<file path="src/rtl/ex_muldiv_seq.sv">
// Iterative multiply/divide unit: one shift-add or restoring-divide step per cycle,
// with a final sign fix-up cycle before HI/LO are written.
module ex_muldiv_seq #(
  parameter int XLEN = 32
) (
  input  logic            clk,
  input  logic            rst_n,
  input  logic            start,
  input  logic [1:0]      op,
  input  logic [XLEN-1:0] A,
  input  logic [XLEN-1:0] B,
  input  logic            flush,
  output logic            stall,
  output logic            busy,
  output logic            done,
  output logic [XLEN-1:0] hi,
  output logic [XLEN-1:0] lo
);

  localparam int CW = (XLEN > 1) ? $clog2(XLEN) : 1;

  typedef enum logic [1:0] {IDLE, RUN, FIX} state_t;

  state_t            state_reg, state_next;
  logic [CW-1:0]     count_reg;
  logic [2*XLEN-1:0] acc_reg;     // multiply: {product_hi, multiplier}; divide: {rem, quo}
  logic [XLEN-1:0]   opnd_reg;    // |multiplicand| or |divisor|
  logic [XLEN-1:0]   a_orig_reg;
  logic              is_div_reg, neg_res_reg, neg_rem_reg, dz_reg;
  logic [XLEN-1:0]   hi_reg, lo_reg;
  logic              done_reg;

  logic              accept;
  logic              a_neg, b_neg;
  logic [XLEN-1:0]   a_abs, b_abs;
  logic [XLEN:0]     mul_sum;
  logic [2*XLEN-1:0] mul_next;
  logic [XLEN:0]     div_shift, div_diff;
  logic [2*XLEN-1:0] div_next;
  logic [2*XLEN-1:0] mul_res;
  logic [XLEN-1:0]   fix_hi, fix_lo;

  assign accept = start && (state_reg == IDLE) && !flush;
  assign a_neg  = op[0] && A[XLEN-1];
  assign b_neg  = op[0] && B[XLEN-1];
  assign a_abs  = a_neg ? -A : A;
  assign b_abs  = b_neg ? -B : B;

  // Shift-add step: conditional add into the upper half, then shift the whole accumulator right.
  assign mul_sum  = {1'b0, acc_reg[2*XLEN-1:XLEN]} + {1'b0, opnd_reg};
  assign mul_next = acc_reg[0] ? {mul_sum, acc_reg[XLEN-1:1]}
                               : {1'b0, acc_reg[2*XLEN-1:1]};

  // Restoring step: keep the shifted remainder when the trial subtraction borrows.
  assign div_shift = acc_reg[2*XLEN-1:XLEN-1];
  assign div_diff  = div_shift - {1'b0, opnd_reg};
  assign div_next  = div_diff[XLEN] ? {div_shift[XLEN-1:0], acc_reg[XLEN-2:0], 1'b0}
                                    : {div_diff[XLEN-1:0],  acc_reg[XLEN-2:0], 1'b1};

  assign mul_res = neg_res_reg ? -acc_reg : acc_reg;

  always_comb begin
    fix_hi = mul_res[2*XLEN-1:XLEN];
    fix_lo = mul_res[XLEN-1:0];
    if (is_div_reg) begin
      if (dz_reg) begin
        fix_hi = a_orig_reg;
        fix_lo = '1;
      end else begin
        fix_lo = neg_res_reg ? -acc_reg[XLEN-1:0] : acc_reg[XLEN-1:0];
        fix_hi = neg_rem_reg ? -acc_reg[2*XLEN-1:XLEN] : acc_reg[2*XLEN-1:XLEN];
      end
    end
  end

  always_comb begin
    state_next = state_reg;
    case (state_reg)
      IDLE: if (accept) state_next = RUN;
      RUN: begin
        if (flush)                              state_next = IDLE;
        else if (count_reg == CW'(XLEN - 1))    state_next = FIX;
      end
      FIX:     state_next = IDLE;
      default: state_next = IDLE;
    endcase
  end

  always_ff @(posedge clk or negedge rst_n) begin
    if (!rst_n) begin
      state_reg   <= IDLE;
      count_reg   <= '0;
      acc_reg     <= '0;
      opnd_reg    <= '0;
      a_orig_reg  <= '0;
      is_div_reg  <= 1'b0;
      neg_res_reg <= 1'b0;
      neg_rem_reg <= 1'b0;
      dz_reg      <= 1'b0;
      hi_reg      <= '0;
      lo_reg      <= '0;
      done_reg    <= 1'b0;
    end else begin
      state_reg <= state_next;
      done_reg  <= 1'b0;
      case (state_reg)
        IDLE: begin
          if (accept) begin
            count_reg   <= '0;
            is_div_reg  <= op[1];
            neg_res_reg <= a_neg ^ b_neg;
            neg_rem_reg <= a_neg;
            dz_reg      <= (B == '0);
            a_orig_reg  <= A;
            opnd_reg    <= op[1] ? b_abs : a_abs;
            acc_reg     <= {{XLEN{1'b0}}, (op[1] ? a_abs : b_abs)};
          end
        end
        RUN: begin
          if (!flush) begin
            acc_reg   <= is_div_reg ? div_next : mul_next;
            count_reg <= count_reg + 1'b1;
          end
        end
        FIX: begin
          if (!flush) begin
            hi_reg   <= fix_hi;
            lo_reg   <= fix_lo;
            done_reg <= 1'b1;
          end
        end
        default: ;
      endcase
    end
  end

  assign busy  = (state_reg != IDLE);
  assign stall = accept || (state_reg != IDLE);
  assign done  = done_reg;
  assign hi    = hi_reg;
  assign lo    = lo_reg;

endmodule

</file>
<file path="config.mk">
export PLATFORM = sky130hd
export DESIGN_NAME = ex_muldiv_seq
export DESIGN_NICKNAME = d
export VERILOG_FILES = /design/src/rtl/ex_muldiv_seq.sv
export SDC_FILE = /design/constraint.sdc
export NUM_CORES = 1
export LEC_CHECK = 0
export CELL_PAD_IN_SITES_DETAIL_PLACEMENT = 1
export CELL_PAD_IN_SITES_GLOBAL_PLACEMENT = 1
export CORE_MARGIN = 2
export CORE_UTILIZATION = 48
export CTS_CLUSTER_SIZE = 16
export DETAILED_ROUTE_END_ITERATION = 10
export HOLD_SLACK_MARGIN = 0.03
export PLACE_DENSITY = 0.92
export SYNTH_ARGS = -nofsm -noshare
export SYNTH_HDL_FRONTEND = slang
export SYNTH_SLANG_ARGS = --single-unit
</file>
<file path="constraint.sdc">
create_clock -name clk -period 6.59 [get_ports clk]
set_input_delay 1.318 -clock clk [delete_from_list [all_inputs] [get_ports clk]]
set_output_delay 1.318 -clock clk [all_outputs]
set_load 0.01 [all_outputs]
</file>
Word level (Yosys, flattened, before mapping)
Cells that the tools add are included.
Storage, ports and cells
  bits in registers: 204
  bits in latches: 0
  bits in writable memories: 0
  ROM bits: 0
  input port bits: 70
  word-level logic and storage cells: 68
  memories: 0
Cells by class
  $add $sub $neg: 8
  $mul: 0
  divide/modulo/power cells: 0
  order comparisons: 0
  equality and inequality tests: 6
  shifts and indexed selects: 0
  multiplexer cells: 26
  bitwise operators: 2
  reductions and logical operators: 14
Operators by type and width (count)
  64-bit two-way mux: 6
  32-bit two-way mux: 10
  32-bit negation: 4
  64-bit case mux with 2 select lines: 1
  64-bit negation: 1
  32-bit by 32-bit adder with 33-bit output: 1
  33-bit by 32-bit subtractor with 33-bit output: 1
  32-bit logical NOT: 1
  5-bit two-way mux: 2
  5-bit case mux with 2 select lines: 1
  2-bit two-way mux: 3
  2-bit AND reduction: 3
  5-bit by 1-bit adder with 5-bit output (second input constant): 1
  5-bit equality test (second input constant): 1
  1-bit logical AND: 4
  2-bit != test (second input constant): 2
  2-bit case mux with 2 select lines: 1
  2-bit nonzero test: 2
  3-bit != test (second input constant): 1
  3-bit AND reduction: 1
  2-bit by 1-bit equality test with 1-bit output (second input constant): 1
  2-bit equality test (second input constant): 1
  2-bit logical NOT: 1
  1-bit two-way mux: 2
  4 further kinds: 4

Depth between registers and ports, before layout
Gate-level depths: netlist (run 1).
  depth after elaboration: 5
  mapped depth: 14
  depth with buffers taken out: 13

Worst setup path after synthesis (run 1)
OpenSTA, ideal clock, no wires.
  path kind: in2reg
  start point: input A[5]
  end point: register acc_reg[31]
  library setup time: 0.083 ns
  arrival time: 3.394 ns
  setup slack: 3.113 ns
  stages on the path: 10
  path buffers: 0
  cells stage by stage: nor4_1 -> nand2_1 -> nor4_1 -> nand3b_1 -> nor2_1 -> nor4bb_1 -> o21ai_0 -> nor2_1 -> a311oi_1 -> o22ai_1
On the way
  word-level cells in the longest chain between the ends: 5
Ends and longest elaborated chain
  start, declared: line 10  | input logic [XLEN-1:0] A,
  32-bit negation: line 46  | assign a_abs = a_neg ? -A : A;
  32-bit two-way mux: line 46
  32-bit two-way mux: line 116  | acc_reg <= {{XLEN{1'b0}}, (op[1] ? a_abs : b_abs)};
  64-bit two-way mux: line 108  | if (accept) begin
  64-bit case mux with 2 select lines: line 106  | case (state_reg)
  end signal, assigned: line 116
  end signal, assigned: line 121  | acc_reg <= is_div_reg ? div_next : mul_next;
  end, declared: line 26  | logic [2*XLEN-1:0] acc_reg;
No other way between the ends. The select of a mux whose other input is x is not followed.
A chain may end at the register's enable or synchronous reset.

Worst setup path in the final report (run 1)
  start point: input A[3]
  end point: register opnd_reg[29]
On the way
  word-level cells in the longest chain between the ends: 3
Ends and longest elaborated chain
  32-bit negation: line 46
  32-bit two-way mux: line 46
  32-bit two-way mux: line 115  | opnd_reg <= op[1] ? b_abs : a_abs;
  end signal, assigned: line 115
  end, declared: line 27  | logic [XLEN-1:0] opnd_reg;
No other way between the ends.

==> results of run 1 <==
==> cells by family (layout without fill, tap and decap cells) <==
| kind of cell | after synthesis | in the layout | share of synthesized area, % |
|---|---|---|---|
| compound gates | 689 | 689 | 24.7 |
| xor+xnor | 191 | 191 | 9.93 |
| fa+ha+maj | 72 | 72 | 5.44 |
| buf+inv | 224 | 273 | 5.13 |
| flops | 204 | 204 | 30.3 |
| mux | 72 | 72 | 4.33 |
| other cells | 0 | 1 | 0 |
| simple gates | 754 | 754 | 20.2 |
==> worst paths after layout <==
| path | endpoint | cells past startpoint | slack, ns |
|---|---|---|---|
| setup / recovery | opnd_reg[29] | 11 | 2.00 |
| hold / removal | a_orig_reg[26] | 2 | 0.48 |
| setup reg to reg | hi[4] | 10 | 2.19 |
| hold reg to reg | a_orig_reg[26] | 2 | 0.48 |
| max in group asynchronous | hi[29] | 2 | 4.62 |
| min in group asynchronous | lo[12] | 1 | 0.79 |
==> cell usage after synthesis (all sizes together) (21+ instances only) <==
cell type  instances  area (um^2)
mux2i             65          651
o31ai             28          215
nor3              44          220
clkbuf           127          477
or3               23          144
nand3             42          210
o211ai            30          225
o21ai            189          946
a22o              22          193
xnor2             97          850
ha                70          876
inv               67          251
nor2             210          791
nand2            320         1200
dfrtp            204         5100
a21oi            247         1240
a21o              37          278
a211oi            28          210
buf               30          136
a31oi             28          175
nor4              21          159
xor2              94          823
==> through the flow <==
stage               setup WS, ns  instances  total power, uW  util [%]  area (um^2)
floorplan                   3.11       2206             5090         -        16800
global placement            1.84       2664             6260      53.2        18400
detailed placement          1.60       2664             6450      53.2        18400
CTS                         2.11       2710             7980      55.8        19300
global route                1.68       2711             8570      55.8        19300
finish                      2.00       2711             8080      55.8        19300
==> routing by layer <==
metal	track usage (%)	wire length, um	up-vias
met4	17.2	3460	0
met3	5.82	5330	190
met2	59.9	31400	806
li1	-	-	7852
met5	0	0	-
met1	48.6	27700	8741
==> layout make-up <==
class	count	area, um^2
antenna	1	2.50
timing repair buffer	160	1550
clock inverter	12	161
sequential	204	5110
clock buffer	34	719
multi-input combinational	1778	10900
tap	455	569
inverter	67	251
fill	4251	15300
==> worst max-delay path, stage by stage <==
cell and delay (ns):
sky130_fd_sc_hd__clkdlybuf4s50_1 0.53, sky130_fd_sc_hd__nor4_1 0.66, sky130_fd_sc_hd__nand2_1 0.14, sky130_fd_sc_hd__nor4_1 0.74, sky130_fd_sc_hd__nand3b_1 0.41, sky130_fd_sc_hd__nor2_1 0.43
sky130_fd_sc_hd__a21oi_1 0.14, sky130_fd_sc_hd__xnor2_1 0.26, sky130_fd_sc_hd__nor2_1 0.10, sky130_fd_sc_hd__a21oi_1 0.17, sky130_fd_sc_hd__o21ai_0 0.09
==> power breakdown <==
part	switching, uW	internal (uW)
logic	2720	1740
registers	650	1480
clock network	610	888
==> results.md, run 1 <==
- The overall die area is 0.0366 mm^2.
- The detailed-route wire length is 67900 um.
- The library cells used most frequently in the layout, excluding fill and tap cells, are sky130_fd_sc_hd__nand2_1, sky130_fd_sc_hd__a21oi_1, sky130_fd_sc_hd__nor2_1.
- The total area inside the core boundary comes to 0.0345 mm^2.
- Measured along the x axis, the die boundary spans 191 um.
- At the later pin of the worst-skew pair, clock insertion delay measures 0.56 ns.
- The maximum VDD drop is 0.208 mV.
- The peak clock frequency supported by timing is 218 MHz.
- Hold timing on the final database bottoms out at a slack of 0.481 ns.
- The proportion of layout cells with a drive suffix above 1 is 4.83%.
- Counting every sink on the clock net gives 204.
- The remaining antenna violation count is 0.
- In the final routed layout, each cell accounts on average for 25.0 um.
- The hold violation total from the final report is 0.
- The clock period could shrink to 4.59 ns.
- The critical path in this run is classified as primary input to flip-flop.
- Each instance of the synthesized netlist takes up on average 7.63 um^2.
- The TritonCTS buffer count is 25.
- The leftover overflow at the end of global routing is 0.
- The HPWL after detailed placement is 50000 um.
- The share of synthesized flip-flops with an asynchronous set or reset is 100%.
- The relative slew slack is 30.3%.
- Summed over all cells, the static leakage comes to 0.00823 uW.
- The number of top-level design ports is 137.
- The Yosys step of the flow raised 0 warnings.
- The number of distinct standard cells referenced by the synthesized netlist is 78.
- The cell sitting at the root of the clock tree is a sky130_fd_sc_hd__clkbuf_16.
- The count of max-cap constraint violations is 0.
- The number of hold buffers added after CTS was 0.
- The worst hold path begins at a_orig_reg[26].
- The number of synthesized flops with an enable pin is 0.
- The flow ran to the end, and the final reports show no timing, DRC or antenna violations.
- The share of the cycle needed by the critical path after routing is 69.7%.
- The net count after synthesis is 2348.
- The data required time of the worst path is 6.99 ns.
- Counting every instance in the synthesized netlist gives 2206.
- The number of violations reported at the end of detailed-routing iteration 0 is 1576.
- After clock tree synthesis, the repair step resized 0 gates.
- Sequential cells were found to cover 30.3% of the synthesized design area.
- The number of flip-flops under the largest register name is 64.
- Setup violations remaining at the end of the flow were counted as 0.
- The worst setup path is captured at a flip-flop.
- After clock tree synthesis, the clock-pin slew on the worst setup and hold paths is 0.06 ns.
- The final number of max-transition violations came to 0.
- The synthesized area is 0.0168 mm^2.
- The pin count of the biggest net entering global routing is 117.
- The critical path arrival is 4.99 ns.
- For this run, the total global-route usage over all layers was measured as 37.0%.
- The first-pass GRT wire length is 105000 um.
- The most frequent standard cell in the layout excluding fill and tap cells is sky130_fd_sc_hd__nand2_1.
- The via count of the first global-routing pass was 17973.
- The via density per instance is 6.49.
- In this run the post-CTS setup repair buffer count came out at 0.
- The initial core utilization is 48.8%.
- The area growth from synthesis to layout is 14.5%.
- The routability congestion estimate is 0.963.
- Adding up every negative setup slack in the final design gives 0 ns.
- Across all layers, the routed design uses 17589 vias.
- The class of the most critical hold timing path is flip-flop to flip-flop.
- In this run the number of H-tree levels came out at 1.
- For this run, design rule violations remaining after detail routing come to 0.
- The clock passes through at most 3 buffers.
- The height of the die is 191 um.
- Setup repair after global routing left no endpoint under its margin.
- Port buffering added 136 buffers.
- Counting flops and latches in the post-synthesis netlist gives 204.
- STA classifies the critical path startpoint as a primary input.
- In this run the worst setup path begins at A[3].
- The initial antenna violation count came to 2.
- TritonCTS built the clock tree.
- The dominant synthesized flop cell is sky130_fd_sc_hd__dfrtp_1.
- The pre-antenna-repair detailed-routing pass consisted of 6 iterations.
- At the pin with the least slew margin, the transition time is 1.04 ns.
- The standard-cell row count is 68.
- The count of nets after finishing is 2378.
- Clock skew on the completed layout was measured at 0.0152 ns.
- The source of the worst register-to-register timing path is acc_reg[0].
- The power density relative to cell area is 419 mW/mm^2.
- In this run the worst path has a maximum fanout of 5.
(Power assumes the default switching activity.)
==> run 2: changes to the inputs <==
Settings changed: CORE_UTILIZATION 48 to 40, PLACE_DENSITY 0.92 to 0.83.
Clock period 6.59 ns to 3.7 ns, I/O delays scaled along.
==> run 2 against run 1 <==
  * Register-to-register slack lost 2.1 ns
  * Sequential share of layout area shrank 1.3 points
  * Largest power group unchanged
  * Highest routed layer is now met5
  * Combinational power grew 110%
  * Sequential power grew 57%
==> results.md, run 2 (synthesized netlist as in run 1, its figures left out) <==
- The critical path arrival came to 3.99 ns (-1.00 ns).
- The data required time of the worst path is 4.11 ns (-2.88 ns).
- The highest fanout seen on the critical path was 8 (+3).
- The combinational share of power is 59.7% (+4.6 points).
- The leakage power came to 0.00878 uW (+6.7%).
- The count of nets after finishing is 2478 (+4.2%).
- The worst setup path is launched from a flip-flop.
- The switching power as a share of total power came to 48.1% (-1.1 points).
- The initial antenna violation count is 3 (+1).
- The H-tree depth came to 1 (unchanged).
- The share of the cycle needed by the critical path after routing is 96.5%.
- The number of instances in the placed design is 2847 (+6.9%).
- The relative slew slack is 20.5% (-9.8 points).
- The clock network fraction of total power is 18.6% (about the same).
- The total global routing track utilization came to 32.2% (-4.8 points).
- The met3 layer wire length in the routed design is 5220 um (-2.0%).
- The hold violation total from the final report is 0 (unchanged).
- The placeable core area is 0.0418 mm^2 (+21%).
- The number of port buffers was 136 (unchanged).
- The wire length per cell is 24.5 um (-2.1%).
- The number of hold buffers added after cts is 0 (unchanged).
- The most frequent standard cell in the layout excluding fill and tap cells is sky130_fd_sc_hd__nand2_1.
- The number of buffers between clock root and the deepest sink is 3 (unchanged).
- The via count of the first global-routing pass is 18472 (+2.8%).
- The met2 routed wirelength is 31900 um (+1.7%).
- The pin count of the biggest net entering global routing was 102 (-13%).
- The clock slew seen by the registers of the worst setup and hold paths is 0.06 ns (about the same).
- The height of the die is 209 um (+9.3%).
- The standard cell with the maximum stage delay on the critical path is sky130_fd_sc_hd__or4_4.
- The count of max-cap constraint violations came to 0 (unchanged).
- The number of top-level design ports is 137 (unchanged).
- The detailed-routing iteration count for the pre-antenna-repair pass came to 5 (-1).
- The half-perimeter wire length after detailed placement was 53800 um (+7.6%).
- The run finished with clean final reports.
- The final number of max-transition violations came to 0 (unchanged).
- The CTS tree is yes.
- The clock sink count is 204 (unchanged).
- The power density relative to cell area is 757 mW/mm^2 (+81%).
- The longest individual stage delay on the worst path is 0.58 ns (-0.16 ns).
- The non-filler instance count after layout is 2895 (+6.8%).
- The internal power is 7970 uW (+94%).
- The setup path with the least slack is of type flip-flop to flip-flop.
- The setup TNS after final layout was 0 ns (unchanged).
- The initial core utilization is 40.3% (-8.4 points).
- The slew at the pin with the worst max-slew slack was 1.18 ns (+0.139 ns).
- The clock latency at the later pin of the worst-skew pair is 0.58 ns (+0.02 ns).
- Based on the critical path, the design can be clocked at up to 280 MHz.
- The remaining antenna violation count is 0 (unchanged).
- The layout overhead on the synthesized area is 20.4%.
- The first-pass GRT wire length is 110000 um (+5.4%).
- The worst setup path is captured at a flip-flop.
- The detailed-route wire length came to 71000 um (+4.6%).
- The routed length on met1 is 29900 um (+7.8%).
- The sequential share of power is 21.7% (-4.7 points).
- The number of flip-flops under the largest register name is 64 (unchanged).
- The proportion of layout cells with a drive suffix above 1 was 9.09% (+4.3 points).
- For the finished layout, the period the worst path requires is 3.57 ns.
- The leftover overflow at the end of global routing came to 0 (unchanged).
- The detailed-route via count is 18034 (+2.5%).
- The count of fill cells added during filler insertion was 5092 (+20%).
- Routed signal wires occupy layers up through met5.
- The residual DRC count is 0 (unchanged).
- The switching power summed over all nets is 7390 uW (+86%).
- The number of violations reported at the end of detailed-routing iteration 0 is 1571 (-0.32%).
- The signal on the critical path passes through or4_4 > or4b_4 > nor4_4 > nand4_4 > or2_1 > nor4_1 > a31oi_1 > o311ai_0 > o21ai_0.
- The final setup violation count was 0 (unchanged).
- The horizontal extent of the die came to 209 um (+9.3%).
- The largest clock skew in the final design is 0.0219 ns (+0.00666 ns).
- The routability congestion estimate was 1.01 (+4.5%).
- Leaving out fill and tap cells, the most frequent cells in the layout are sky130_fd_sc_hd__nand2_1, sky130_fd_sc_hd__a21oi_1, sky130_fd_sc_hd__nor2_1.
- The cell chosen for the clock root is sky130_fd_sc_hd__clkbuf_16.
- The overall die area is 0.0438 mm^2 (+20%).
- The standard-cell row count is 75 (+10%).
- The via density per instance is 6.23 (-4.0%).
- Setup repair after global routing left no endpoint under its margin.
- The maximum VDD drop came to 0.415 mV (+99%).
- The class of the most critical hold timing path is primary input to async pin.
- The TritonCTS buffer count is 25 (unchanged).
==> run 2: worst max-delay path, delay by kind of cell (launching register included) <==
| kind | cells | cell delay (ns) |
|---|---|---|
| AOI/OAI and AO/OA | 3 | 0.46 |
| and+or+nand+nor | 6 | 2.51 |
| DFF | 1 | 0.43 |
==> run 2: path summary, 6_finish.rpt <==
path | from | endpoint | slack, ns | cells past startpoint
max in group asynchronous | rst_n | a_orig_reg[6] | 2.63 | 2
worst min register to register | hi[22] | hi[22] | 0.47 | 2
worst min-delay path | rst_n | acc_reg[11] | 0.25 | 1
min in group clk | hi[22] | hi[22] | 0.47 | 2
worst max-delay path | acc_reg[11] | hi[23] | 0.13 | 9
worst max register to register | acc_reg[11] | hi[23] | 0.13 | 9
==> run 2: power by group through the flow <==
stage                     clock network (uW)  registers, uW  logic [uW]
after floorplan                            0           3000        6070
after global placement                     0           3310        8470
after detailed placement                   0           3340        8770
after CTS                               2890           3310        8910
after global routing                    2950           3390        9950
final                                   2860           3340        9160
==> run 2: per-stage QoR <==
step	power (uW)	hold WS, ns	worst slack [ns]	instance area [um^2]	util (%)
finish	15400	0.253	0.128	20300	48.6
floorplan	9060	0.444	0.316	16800	-
global route	16300	0.308	0.00846	20300	48.5
detailed placement	12100	0.464	0.0705	19300	46.2
global placement	11800	0.456	0.242	19300	46.2
CTS	15100	0.290	0.114	20200	48.5
==> run 2: repair_timing <==
action / in CTS / in global routing
setup endpoints to repair: 2 / 16
gates resized for setup: 1 / 6
setup buffers: 0 / 1
pin swaps: 0 / 2
==> run 2: final cells by class <==
| type | instances | area [um^2] | share of cell area (%) |
|---|---|---|---|
| antenna | 1 | 2.50 | 0.0123 |
| clock buffer | 33 | 726 | 3.58 |
| clock inverter | 13 | 215 | 1.06 |
| inverter | 67 | 251 | 1.24 |
| multi-input combinational | 1778 | 10900 | 53.9 |
| sequential | 204 | 5110 | 25.2 |
| tap | 539 | 674 | 3.33 |
| timing repair buffer | 260 | 2370 | 11.7 |
==> run 2: metal layers <==
layer  up-vias  track usage, %
li1       8063               -
met4         2            15.5
met5         -               0
met1      8985            43.0
met3       184            4.88
met2       800            51.2
==> run 3: changes to the inputs <==
Settings changed: CORE_UTILIZATION 40 to 41, CTS_BUF_LIST from default to sky130_fd_sc_hd__clkbuf_4, PLACE_DENSITY 0.83 to 0.84.
==> run 3 against run 2 <==
  * Power is 6.5% lower
  * Setup slack gained 0.039 ns
  * Sequential share of layout area is 0.35 points higher
  * Clock power fell by 26%
  * Clock skew grew 0.026 ns
  * Hold slack better by 0.23 ns
==> results.md, run 3 (synthesized netlist as in run 1, its figures left out) <==
- TritonCTS built the clock tree.
- The detailed-route via count is 18090 (+0.31%).
- The detailed-routing iteration count for the pre-antenna-repair pass is 5 (unchanged).
- The time the final worst path needs with I/O delays and setup is 3.53 ns (-0.0388 ns).
- The via density per instance came to 6.15 (-1.3%).
- The initial core utilization is 41.4% (+1.1 points).
- The critical path launch point is acc_reg[33].
- The clock sink count is 204 (unchanged).
- The detailed-route wire length is 70600 um (-0.55%).
- The count of max-cap constraint violations is 0 (unchanged).
- The number of cells on the worst hold path is 2.
- The combinational share of power is 61.7% (+2.0 points).
- The type of the worst setup path is flip-flop to flip-flop.
- The most frequent standard cell in the layout excluding fill and tap cells is sky130_fd_sc_hd__nand2_1.
- The number of port buffers is 136 (unchanged).
- The initial antenna violation count is 2 (-1).
- The count of nets after finishing is 2509 (+1.3%).
- The critical path arrival was 4.22 ns (+0.23 ns).
- The total global routing track utilization came to 33.1% (+0.91 points).
- The height of the die came to 207 um (-1.2%).
- The power density relative to cell area was 718 mW/mm^2 (-5.2%).
- The horizontal extent of the die is 207 um (-1.2%).
- The leakage power is 0.00872 uW (-0.68%).
- The internal power is 7170 uW (-10%).
- The residual DRC count is 0 (unchanged).
- The via count of the first global-routing pass came to 18237 (-1.3%).
- The pin count of the biggest net entering global routing is 102 (unchanged).
- The data required time of the worst path is 4.38 ns (+0.27 ns).
- The number of buffers between clock root and the deepest sink came to 3 (unchanged).
- The reg-to-reg setup timing slack came to 0.17 ns (+0.04 ns).
- The longest individual stage delay on the worst path is 0.50 ns (-0.08 ns).
- The switching power summed over all nets is 7190 uW (-2.7%).
- The kind of capture point of the worst setup path is a flip-flop.
- The proportion of layout cells with a drive suffix above 1 is 10.4% (+1.3 points).
- The layout overhead on the synthesized area is 18.7%.
- In this run the critical register-to-register path is launched from acc_reg[33].
- The switching power as a share of total power is 50.1% (+2.0 points).
- The worst hold path terminates at hi[22].
- The TritonCTS buffer count is 58 (+130%).
- The post-route total power is 14400 uW (-6.5%).
- Setup repair after global routing left no endpoint under its margin.
- The highest fanout seen on the critical path was 7 (-1).
- The number of instances in the placed design is 2836 (-0.39%).
- The placeable core area is 0.0406 mm^2 (-2.7%).
- The library cell appearing most often on the critical path is sky130_fd_sc_hd__or3_1.
- In the layout the commonest cells are sky130_fd_sc_hd__nand2_1, sky130_fd_sc_hd__a21oi_1, sky130_fd_sc_hd__nor2_1.
- The final setup violation count is 0 (unchanged).
- The wire length per cell was 24.0 um (-2.1%).
- The count of fill cells added during filler insertion came to 5021 (-1.4%).
- The peak clock frequency supported by timing was 283 MHz (+1.1%).
- The clock latency at the later pin of the worst-skew pair was 0.84 ns (+0.26 ns).
- The H-tree depth is 2 (+1).
- The count of cells along the worst register-to-register path came to 9 (unchanged).
- The remaining antenna violation count came to 0 (unchanged).
- The maximum VDD drop is 0.335 mV (-19%).
- The placed cell area is 0.0192 mm^2 (-0.33%).
- The largest clock skew in the final design is 0.0481 ns (+0.0262 ns).
- The standard-cell row count is 74 (-1.3%).
- The final number of max-transition violations is 0 (unchanged).
- The share of the cycle needed by the critical path after routing is 95.5% (-1.0 points).
- The worst hold slack is 0.480 ns (+0.227 ns).
- The number of top-level design ports came to 137 (unchanged).
- The leftover overflow at the end of global routing is 0 (unchanged).
- The number of flip-flops under the largest register name is 64 (unchanged).
- The reg-to-reg endpoint is hi[21].
- The final instance area is 0.0200 mm^2 (-1.4%).
- The first-pass GRT wire length is 107000 um (-2.5%).
- The routability congestion estimate was 0.951 (-5.4%).
- The hold violation total from the final report was 0 (unchanged).
- The relative slew slack is 38.3% (+18 points).
- The slew at the pin with the worst max-slew slack is 0.925 ns (-0.258 ns).
- The non-filler instance count after layout is 2942 (+1.6%).
- The setup TNS after final layout is 0 ns (unchanged).
- The half-perimeter wire length after detailed placement came to 53500 um (-0.60%).
- The clock network fraction of total power was 14.8% (-3.8 points).
- The overall die area is 0.0427 mm^2 (-2.4%).
- The flow ran to the end, and the final reports show no timing, DRC or antenna violations.
- The clock slew seen by the registers of the worst setup and hold paths is 0.08 ns (+0.02 ns).
- The number of violations reported at the end of detailed-routing iteration 0 came to 1537 (-2.2%).
- The worst hold path startpoint is hi[22].
- The startpoint class of the critical path is a flip-flop.
- The class of the most critical hold timing path is flip-flop to flip-flop.
- The signal on the critical path passes through buf_4 > or3_1 > or3_1 > or3_1 > or4_4 > or2_4 > o41ai_1 > a311oi_1 > a22o_1.
- The sequential share of power was 23.5% (+1.8 points).
- Clock tree synthesis selected as its root buffer the cell sky130_fd_sc_hd__clkbuf_4.
- The slowest stage of the critical path is the sky130_fd_sc_hd__or4_4 cell.
## run 3: power by group through the flow
stage	clock network [uW]	registers (uW)	logic, uW
floorplan	0	3000	6070
global placement	0	3350	8240
detailed placement	0	3390	8570
CTS	2160	3350	8650
global route	2270	3420	9630
finish	2130	3380	8860
## run 3: layer usage
metal,vias up,share of wire [%],global-route usage (%)
met2,794,45,52.3
met3,197,8.5,7.44
met1,8948,41,42.9
li1,8151,-,-
met5,-,0,0
met4,0,5.0,16.0
## run 3: critical path, delay by kind of cell, from the launching register on
family,cells,cell delay (ns)
DFF,1,0.45
AOI/OAI and AO/OA,3,0.69
and+or+nand+nor,5,2.05
buffers and inverters,1,0.19
## run 3: cell type report
cell class / count / area, um^2 / area share [%]
timing repair buffer: 258 / 2330 / 11.7
antenna: 4 / 10.0 / 0.0501
sequential: 204 / 5110 / 25.6
clock inverter: 17 / 85.1 / 0.426
multi-input combinational: 1778 / 10900 / 54.6
inverter: 67 / 251 / 1.26
tap: 532 / 666 / 3.33
clock buffer: 82 / 616 / 3.08
## run 3: metrics by stage
stage               worst slack, ns  util, %
global placement             0.0937     47.3
detailed placement          -0.0174     47.3
floorplan                     0.316        -
global route                 0.0216     49.2
finish                        0.167     49.2
CTS                          0.0202     49.1
## run 3: repair_timing
action | in CTS | in global routing
resized for setup | 1 | 7
pin swaps | 0 | 2
hold buffers | 1 | 0
setup endpoints to repair | 4 | 28
hold endpoints to repair | 70 | 0
buffers inserted | 0 | 2
## run 3: worst max-delay path by stage
stage,to,slack [ns],cells past startpoint
6_report,hi[21],0.17,9
5_1_grt,acc_reg[61],0.02,14
4_1_cts,acc_reg[0],0.02,14
3_5_place_dp,acc_reg[0],-0.02,14
3_3_place_gp,acc_reg[25],0.09,12
2_1_floorplan,acc_reg[50],0.32,14
